[src/rtl/issue_scoreboard_if.sv]
// Decode/execute/write-back signal bundle for the issue scoreboard.
// The master drives the instruction stream; the slave is the scoreboard.
interface issue_scoreboard_if #(
  parameter int RDW = 5
);
  logic           valid_input;
  logic [RDW-1:0] rs1_addr;
  logic [RDW-1:0] rs2_addr;
  logic [RDW-1:0] rd_addr;
  logic           use_rs1;
  logic           use_rs2;
  logic           write_reserve;
  logic           stall_input;
  logic           wb_valid;
  logic [RDW-1:0] wb_rd_addr;
  logic           flush;
  logic           valid_output;
  logic           stall_output;
  logic           pending_any;
  logic           underflow_err;

  modport master (
    output valid_input, rs1_addr, rs2_addr, rd_addr, use_rs1, use_rs2,
           write_reserve, stall_input, wb_valid, wb_rd_addr, flush,
    input  valid_output, stall_output, pending_any, underflow_err
  );

  modport slave (
    input  valid_input, rs1_addr, rs2_addr, rd_addr, use_rs1, use_rs2,
           write_reserve, stall_input, wb_valid, wb_rd_addr, flush,
    output valid_output, stall_output, pending_any, underflow_err
  );
endinterface

[src/rtl/issue_scoreboard.sv]
// Issue scoreboard: per-register in-flight write counters that hold decode
// while a source, or a saturated destination, still has a pending write.
module issue_scoreboard #(
  parameter int REGISTER_DESCRIPTOR_WIDTH = 5,
  parameter int PENDING_WIDTH             = 2
) (
  input  logic              clk,
  input  logic              rst,
  issue_scoreboard_if.slave bus
);
  localparam int RDW   = REGISTER_DESCRIPTOR_WIDTH;
  localparam int PW    = PENDING_WIDTH;
  localparam int NREGS = 2 ** RDW;
  localparam logic [PW-1:0] PMAX = '1;
  localparam logic [PW-1:0] ONE  = PW'(1);
  localparam logic [RDW-1:0] X0  = '0;

  logic [PW-1:0] pend     [NREGS];
  logic [PW-1:0] pend_nxt [NREGS];
  logic          hz;
  logic          fire;
  logic          inc;
  logic          dec;
  logic          same_reg;
  logic          under;
  logic          any;
  logic          err;

  // Hazard looks only at registered counters: a release shows up next cycle.
  always_comb begin
    hz = (bus.use_rs1 && bus.rs1_addr != X0 && pend[bus.rs1_addr] != '0)
      || (bus.use_rs2 && bus.rs2_addr != X0 && pend[bus.rs2_addr] != '0)
      || (bus.write_reserve && bus.rd_addr != X0 && pend[bus.rd_addr] == PMAX);
  end

  assign fire     = rst && bus.valid_input && !hz && !bus.stall_input && !bus.flush;
  assign inc      = fire && bus.write_reserve && bus.rd_addr != X0;
  assign dec      = bus.wb_valid && bus.wb_rd_addr != X0;
  assign same_reg = inc && dec && bus.rd_addr == bus.wb_rd_addr;

  assign bus.valid_output = fire;
  assign bus.stall_output = rst && bus.valid_input && (hz || bus.stall_input) && !bus.flush;

  // Flush discards this cycle's reserve/release, including any underflow.
  always_comb begin
    pend_nxt = pend;
    under    = 1'b0;
    if (bus.flush) begin
      for (int i = 0; i < NREGS; i++) pend_nxt[i] = '0;
    end else begin
      if (dec && pend[bus.wb_rd_addr] == '0) under = 1'b1;
      if (inc && !same_reg) pend_nxt[bus.rd_addr] = pend[bus.rd_addr] + ONE;
      if (dec && !same_reg && pend[bus.wb_rd_addr] != '0)
        pend_nxt[bus.wb_rd_addr] = pend[bus.wb_rd_addr] - ONE;
    end
  end

  always_comb begin
    any = 1'b0;
    for (int i = 0; i < NREGS; i++) any = any | (pend[i] != '0);
  end

  assign bus.pending_any   = any;
  assign bus.underflow_err = err;

  always_ff @(posedge clk) begin
    if (!rst) begin
      for (int i = 0; i < NREGS; i++) pend[i] <= '0;
      err <= 1'b0;
    end else begin
      pend <= pend_nxt;
      if (under) err <= 1'b1;
    end
  end
endmodule

[src/flat_wrapper.sv]
// flat-port wrapper written by rule: the top's interface ports become plain ports
module issue_scoreboard_flat 
#(
  parameter int REGISTER_DESCRIPTOR_WIDTH = 5,
  parameter int PENDING_WIDTH             = 2
)
  (clk, rst, bus_valid_input, bus_rs1_addr, bus_rs2_addr, bus_rd_addr, bus_use_rs1, bus_use_rs2, bus_write_reserve, bus_stall_input, bus_wb_valid, bus_wb_rd_addr, bus_flush, bus_valid_output, bus_stall_output, bus_pending_any, bus_underflow_err);
  issue_scoreboard_if #(.RDW(5)) bus_i ();
  input  logic clk;
  input  logic rst;
  input wire logic [$bits(bus_i.valid_input)-1:0] bus_valid_input;
  input wire logic [$bits(bus_i.rs1_addr)-1:0] bus_rs1_addr;
  input wire logic [$bits(bus_i.rs2_addr)-1:0] bus_rs2_addr;
  input wire logic [$bits(bus_i.rd_addr)-1:0] bus_rd_addr;
  input wire logic [$bits(bus_i.use_rs1)-1:0] bus_use_rs1;
  input wire logic [$bits(bus_i.use_rs2)-1:0] bus_use_rs2;
  input wire logic [$bits(bus_i.write_reserve)-1:0] bus_write_reserve;
  input wire logic [$bits(bus_i.stall_input)-1:0] bus_stall_input;
  input wire logic [$bits(bus_i.wb_valid)-1:0] bus_wb_valid;
  input wire logic [$bits(bus_i.wb_rd_addr)-1:0] bus_wb_rd_addr;
  input wire logic [$bits(bus_i.flush)-1:0] bus_flush;
  output wire logic [$bits(bus_i.valid_output)-1:0] bus_valid_output;
  output wire logic [$bits(bus_i.stall_output)-1:0] bus_stall_output;
  output wire logic [$bits(bus_i.pending_any)-1:0] bus_pending_any;
  output wire logic [$bits(bus_i.underflow_err)-1:0] bus_underflow_err;
  assign bus_i.valid_input = bus_valid_input;
  assign bus_i.rs1_addr = bus_rs1_addr;
  assign bus_i.rs2_addr = bus_rs2_addr;
  assign bus_i.rd_addr = bus_rd_addr;
  assign bus_i.use_rs1 = bus_use_rs1;
  assign bus_i.use_rs2 = bus_use_rs2;
  assign bus_i.write_reserve = bus_write_reserve;
  assign bus_i.stall_input = bus_stall_input;
  assign bus_i.wb_valid = bus_wb_valid;
  assign bus_i.wb_rd_addr = bus_wb_rd_addr;
  assign bus_i.flush = bus_flush;
  assign bus_valid_output = bus_i.valid_output;
  assign bus_stall_output = bus_i.stall_output;
  assign bus_pending_any = bus_i.pending_any;
  assign bus_underflow_err = bus_i.underflow_err;
  issue_scoreboard #(.REGISTER_DESCRIPTOR_WIDTH(REGISTER_DESCRIPTOR_WIDTH), .PENDING_WIDTH(PENDING_WIDTH)) u_core (.clk(clk), .rst(rst), .bus(bus_i));
endmodule
[config.mk]
export PLATFORM = sky130hd
export DESIGN_NAME = issue_scoreboard_flat
export DESIGN_NICKNAME = d
export VERILOG_FILES = /design/src/rtl/issue_scoreboard_if.sv /design/src/rtl/issue_scoreboard.sv /design/src/flat_wrapper.sv
export SDC_FILE = /design/constraint.sdc
export NUM_CORES = 1
export LEC_CHECK = 0
export CAP_MARGIN = 20
export CORE_MARGIN = 5
export CORE_UTILIZATION = 60
export CTS_BUF_LIST = sky130_fd_sc_hd__clkbuf_4
export DETAILED_ROUTE_END_ITERATION = 12
export GPL_TIMING_DRIVEN = 1
export PLACE_DENSITY = 0.8
export SLEW_MARGIN = 15
export SYNTH_ARGS = -nofsm -noshare
export SYNTH_HDL_FRONTEND = slang
export SYNTH_SLANG_ARGS = --single-unit
[constraint.sdc]
create_clock -name clk -period 6.05 [get_ports clk]
set_clock_uncertainty 0.05 [all_clocks]
set_input_delay 1.21 -clock clk [delete_from_list [all_inputs] [get_ports clk]]
set_output_delay 1.21 -clock clk [all_outputs]
set_load 0.02 [all_outputs]
After elaboration in Yosys (flattened, before gate mapping)
Cells that the tools add are included.
{ "totals": {"regBits": 65, "in_bits": 29, "out_inout_bits": 4, "word_cells": 173} }
{ "classes": {"n_addsub": 2, "order_cmp": 6, "eq_ne": 2, "mux": 23, "n_bitwise": 36, "n_reduce_logical": 71} }
{ "ops": {"columns": ["cell", "count"], "rows": [
  ["2-to-1 mux 64 bit", 3],
  ["bitwise mux 64 bit", 2],
  ["nonzero test 2 bit", 35],
  ["binary-select mux 2 bit (select 5 bit)", 4],
  ["bitwise OR 1 bit", 31],
  [">= comparator 6 bit, second input constant", 4],
  ["inverter 5 -> 6 bit", 4],
  ["logical AND 1 bit", 23],
  ["demux 2 bit (select 5 bit)", 2],
  ["2-to-1 mux 2 bit", 10],
  ["nonzero test 5 bit", 4],
  ["< comparator 6 x 1 -> 1 bit, second input constant", 2],
  ["equality test 5 bit", 1],
  ["logical NOT 1 bit", 4],
  ["logical OR 1 bit", 3],
  ["adder 2 x 1 -> 2 bit, second input constant", 1],
  ["equality test 2 bit, second input constant", 1],
  ["logical NOT 2 bit", 1],
  ["2-to-1 mux 1 bit", 2],
  ["OR reduction 2 bit", 1],
  ["subtractor 2 x 1 -> 2 bit, second input constant", 1],
  ["inverter 1 bit", 1]
]} }

Logic depth before layout (Yosys ltp)
{ "depth": {"ltp_word": 32, "mapped_depth": 19, "mapped_depth_nobuf": 13} }

Worst setup path before layout
No wires, ideal clock.
{ "synth_timing": {"path_kind": "input -> output", "from": "in bus_rd_addr[0]", "to": "out bus_valid_output", "t_arrival_ns": 4.468, "required_time_ns": 4.790, "path_slack_ns": 0.322, "cell_stages": 13, "n_path_buf": 5, "path_cell_list": "clkbuf_1 > buf_1 > mux4_2 > a22oi_1 > nand4_1 > ha_1 > inv_1 > o21bai_1 > or4_1 > buf_2 > buf_6 > buf_6 > nor3_1"} }
{ "synth_via": {"elab_chain_cells": 11, "word_cells_on_any_way": 13, "classes_between": "eq/ne (1); mux (3); bitwise (1); reduce/logical (8)"} }
{ "synth_lines": {"columns": ["element", "line_no", "rtl"], "rows": [
  ["start, declared", "flat_wrapper.sv:14", "input wire logic [$bits(bus_i.rd_addr)-1:0] bus_rd_addr;"],
  ["inverter 5 -> 6 bit (not written as such)", "issue_scoreboard.sv:33", "|| (bus.write_reserve && bus.rd_addr != X0 && pend[bus.rd_addr] == PMAX);"],
  ["binary-select mux 2 bit (select 5 bit)", "issue_scoreboard.sv:33", null],
  ["2-to-1 mux 2 bit (not written as such) (2 in a row)", "issue_scoreboard.sv:33", null],
  ["equality test 2 bit", "issue_scoreboard.sv:33", null],
  ["logical AND 1 bit *", "issue_scoreboard.sv:33", null],
  ["logical OR 1 bit *", "issue_scoreboard.sv:33", null],
  ["logical NOT 1 bit *", "issue_scoreboard.sv:36", "assign fire = rst && bus.valid_input && !hz && !bus.stall_input && !bus.flush;"],
  ["logical AND 1 bit * (3 in a row)", "issue_scoreboard.sv:36", null],
  ["end, declared", "flat_wrapper.sv:22", "output wire logic [$bits(bus_i.valid_output)-1:0] bus_valid_output;"]
]} }
Mark *: on every way between the ends. The rest lies on a longest branch, timed or not. The select of a mux whose other input is x is not followed.

Worst setup path after layout
{ "layout_timing": {"from": "in bus_rd_addr[0]", "to": "out bus_stall_output"} }
{ "layout_via": {"elab_chain_cells": 10, "word_cells_on_any_way": 12, "classes_between": "eq/ne (1); mux (3); bitwise (1); reduce/logical (7)"} }
{ "layout_lines": {"columns": ["element", "line_no", "rtl"], "rows": [
  ["inverter 5 -> 6 bit (not written as such)", "issue_scoreboard.sv:33", null],
  ["binary-select mux 2 bit (select 5 bit)", "issue_scoreboard.sv:33", null],
  ["2-to-1 mux 2 bit (not written as such) (2 in a row)", "issue_scoreboard.sv:33", null],
  ["equality test 2 bit", "issue_scoreboard.sv:33", null],
  ["logical AND 1 bit *", "issue_scoreboard.sv:33", null],
  ["logical OR 1 bit *", "issue_scoreboard.sv:33", null],
  ["logical OR 1 bit *", "issue_scoreboard.sv:42", "assign bus.stall_output = rst && bus.valid_input && (hz || bus.stall_input) && !bus.flush;"],
  ["logical AND 1 bit * (2 in a row)", "issue_scoreboard.sv:42", null],
  ["end, declared", "flat_wrapper.sv:23", "output wire logic [$bits(bus_i.stall_output)-1:0] bus_stall_output;"]
]} }
Marks and branches as above.

==> results.ini <==
[status]
run_status = finished clean

[detailed_routing]
antenna_left = 0
drt_iter0_markers = 822
drcViolationCount = 0
drt-wirelength-per-cell_um = 27.1
firstDrtPassIters = 7
drt-vias-per-instance = 7.61
detail_route.wirelength_um = 23000
num_vias = 6470

[worst_setup_path]
critical_path.endpoint_type = output pin
cp_slowest_stage_delay_ns = 0.66
critical_path.max_fanout = 23
reg2reg_depth = 14
critical_path.cell_chain = clkdlybuf4s50_1, buf_12, mux4_2, a22oi_1, nand4_1, ha_1, inv_1, o21bai_1, or4_2, nor2_1, nor2_1, dlymetal6s2s_1
crit_end = bus_stall_output
cp_data_required_time_ns = 4.79
critical_path_cell_count = 12
cp_num_buf_inv = 4
critical_path.top_delay_family = simple AND/OR/NAND/NOR gates
data_arrival_time_of_the_worst_path_ns = 4.26
cpMaxStageDelayCell = or4_2
critical_path.most_common_cell = nor2_1
crit_reg_reg_endpoint = u_core.pend[22]
rr_startpoint = u_core.pend[30]
worst_setup_path_startpoint = bus_rd_addr[0]
worst-r2r-setup-slack_ns = 1.84
worstSetupStartpointType = primary input
worst-setup-path-type = primary input to output pin

[layout]
nNetsFinal = 743
ff_latch_area_um2 = 1300
multi_input_comb_area_um2 = 4390
post_route_cells_drive_above_1_share_pct = 22.9
filler_cell_count = 852
num_antenna_cells = 0
areaGrowthSynthToFinish_pct = 11.0
finish.instance_area_um2 = 6740

[die]
boundaryPins = 33
initial_core_util_pct = 61.8
chipWidth_um = 111
rows = 36
core_um2 = 9820
die_area_um2 = 12200
chipHeight_um = 111

[synthesis]
synth_fp_nets = 726
seq_area_frac_synth_pct = 21.4
post_synth_main_area_contributors = dfxtp_1 (21%), mux4_2 (12%), mux2i_1 (11%)
synth_flop_cell = dfxtp_1
synth_async_sr_flop_share_pct = 0
syn_area_um2 = 6070
synth_top_area_cell = dfxtp_1
synthesis.area_per_instance_um2 = 8.73
ys_seq_elements = 65
netlist-cell-type-count = 76
synthCells = 695
synth-edff-count = 0
yosys_warnings = 0
area_share_of_the_leading_cell_type_in_the_synthesized_netlist_pct = 21.4

[clock_tree]
ctsHtreeMaxLevel = 3
clk-insertion-delay-late_ns = 0.44
postCtsSetupRepairBufs = 0
ctsLongestPathBuffers = 2
clock_tree.root_cell = clkbuf_4
cts.sinks = 65
cts_hold_buf = 0
tritoncts = built
post_cts_clock_slew_at_the_launch_and_capture_registers_of_the_worst_setup_and_hold_paths_ns = 0.12
cts_buffers = 9

[global_routing]
overflow_after_grt = 0
number_of_antenna_violations_at_the_first_check_in_global_routing = 0
maximum_number_of_pins_on_one_net_before_global_route_repair = 59
wire_length_of_the_first_global_routing_pass_um = 35400
vias_in_the_first_global_route = 6186
groute.usage.overall_pct = 36.7

[timing]
fin_setup_tns_ns = 0
period_minus_slack_ns = 5.52
final-setup-viol-count = 0
setup_repair_after_global_routing_missed_its_margin = no
timing.final.crit_share_pct = 91.2
timing_hold_violations_final = 0
achievable-frequency_mhz = 181
tightestPinTransition_ns = 1.10
final-max-slew-violation-count = 0
max_slew_margin_pct = 25.9

[hold_path]
holdCritPathClass = register to register
worstHoldStart = u_core.bus.underflow_err

[placement]
place.port_buffers = 32
placedInstanceArea_um2 = 6570
gp_routability_congestion = 1.08
detailed_place_hpwl_um = 16600

[pwr]
total_leakage_power_nw = 2.26
power_density_nw_per_um2 = 156
maximum_vdd_drop_v = 0.000167

[job]
timing.max_cap.violations = 0

[synth_stat cells (all sizes together) (3+ instances only)]
master	n
a31o	29
a22oi	10
nand2	49
clkbuf	39
or2	3
a311oi	5
nor2b	9
nor4b	3
nor2	40
xnor2	3
nor3b	13
o2bb2ai	4
and2	6
dfxtp	65
nor4	13
nand3	33
o31a	4
or4	3
mux2	4
nand3b	4
mux2i	65
a21o	19
or3	5
and4	3
inv	6
o22ai	20
o21ai	11
and3b	4
nand2b	9
nor3	45
buf	32
a211oi	10
a2111oi	7
a21oi	41
o31ai	3
mux4	31
and3	6
nand4	14
[registers in the layout, summed over array words and instances (netlist names)]
signal                    cells
u_core.bus.underflow_err      1
u_core.pend                  64
[per-stage QoR]
step                      std cells  hold WS (ns)  worst slack (ns)  power [W]  util [%]
after floorplan                 695         0.459             0.322   0.000611         -
after global placement          834         0.397             0.145   0.000698      66.9
after detailed placement        834         0.410             0.132   0.000703      66.9
after CTS                       850         0.439             0.142    0.00104      68.6
after global routing            850         0.478             0.336    0.00109      68.6
final                           850         0.441             0.534    0.00105      68.6
[what timing repair did]
item,4_1_cts,5_1_grt
endpoints found under the setup margin,0,2
resized for setup,0,2
endpoints found under the hold margin,0,0
[metal layers]
| layer | part of all wire [%] | track usage [%] | wire (um) | up-vias |
|---|---|---|---|---|
| met1 | 38 | 48.7 | 8640 | 3096 |
| li1 | - | - | - | 2732 |
| met2 | 44 | 55.9 | 10200 | 532 |
| met4 | 4.8 | 16.9 | 1110 | 0 |
| met3 | 13 | 9.46 | 3020 | 110 |
| met5 | 0 | 0 | 0 | - |
[logic make-up after synthesis]
family,Yosys count,synth area share (%)
AO/OA/AOI/OAI,182,22.0
XOR/XNOR,5,0.722
adder cells (fa/ha/maj),2,0.412
buffers and inverters,78,6.37
flip-flops,65,21.4
multiplexers,100,23.0
AND/OR/NAND/NOR,263,26.1
[cell type report]
type | instances | area share [%]
repair buffers | 77 | 10.2
clock inverters | 7 | 1.39
well taps | 133 | 2.47
clock buffers | 9 | 1.00
inverters | 7 | 0.390
flip-flops and latches | 65 | 19.3
multi-input cells | 552 | 65.2
[worst register-to-register path, stage by stage, from the launching register on]
cell	delay [ns]
dfxtp_1	0.54
mux2i_1	0.13
a22oi_1	0.20
nand3_1	0.09
o21a_1	0.18
or4_1	0.56
inv_2	0.08
ha_1	0.13
inv_1	0.04
o21bai_1	0.20
or4_2	0.18
buf_4	0.48
o31a_1	0.83
a21oi_1	0.15
a2bb2o_1	0.28
[power by group]
| part | leakage [nW] | switching [W] | internal [W] |
|---|---|---|---|
| sequential | 0.524 | 0.00000205 | 0.000429 |
| clock | 0.0823 | 0.000182 | 0.000167 |
| combinational | 1.65 | 0.000173 | 0.0000981 |
| total | 2.26 | 0.000357 | 0.000695 |
[how the worst min path moves through the flow]
stage                                     endpoint  slack, ns  cells past startpoint
after floorplan                    u_core.pend[63]       0.46                      1
after global placement    u_core.bus.underflow_err       0.40                      1
after detailed placement  u_core.bus.underflow_err       0.41                      1
after CTS                 u_core.bus.underflow_err       0.44                      1
after global routing      u_core.bus.underflow_err       0.48                      1
final                     u_core.bus.underflow_err       0.44                      1
[cell usage in the layout (no fill, tap or decap), types with 10 or more instances in the layout]
master	n
nor3_1	25
clkdlybuf4s50_1	30
nand4_1	14
nand2_1	46
buf_4	43
a211oi_1	10
dfxtp_1	65
a21oi_1	41
nand3_1	33
nor2_1	38
a21o_1	19
o22ai_1	19
mux4_2	31
nor3b_1	13
a31o_2	23
a22oi_1	10
mux2i_1	65
nor3_2	16
No activity file was read; power rests on OpenSTA's default activity.
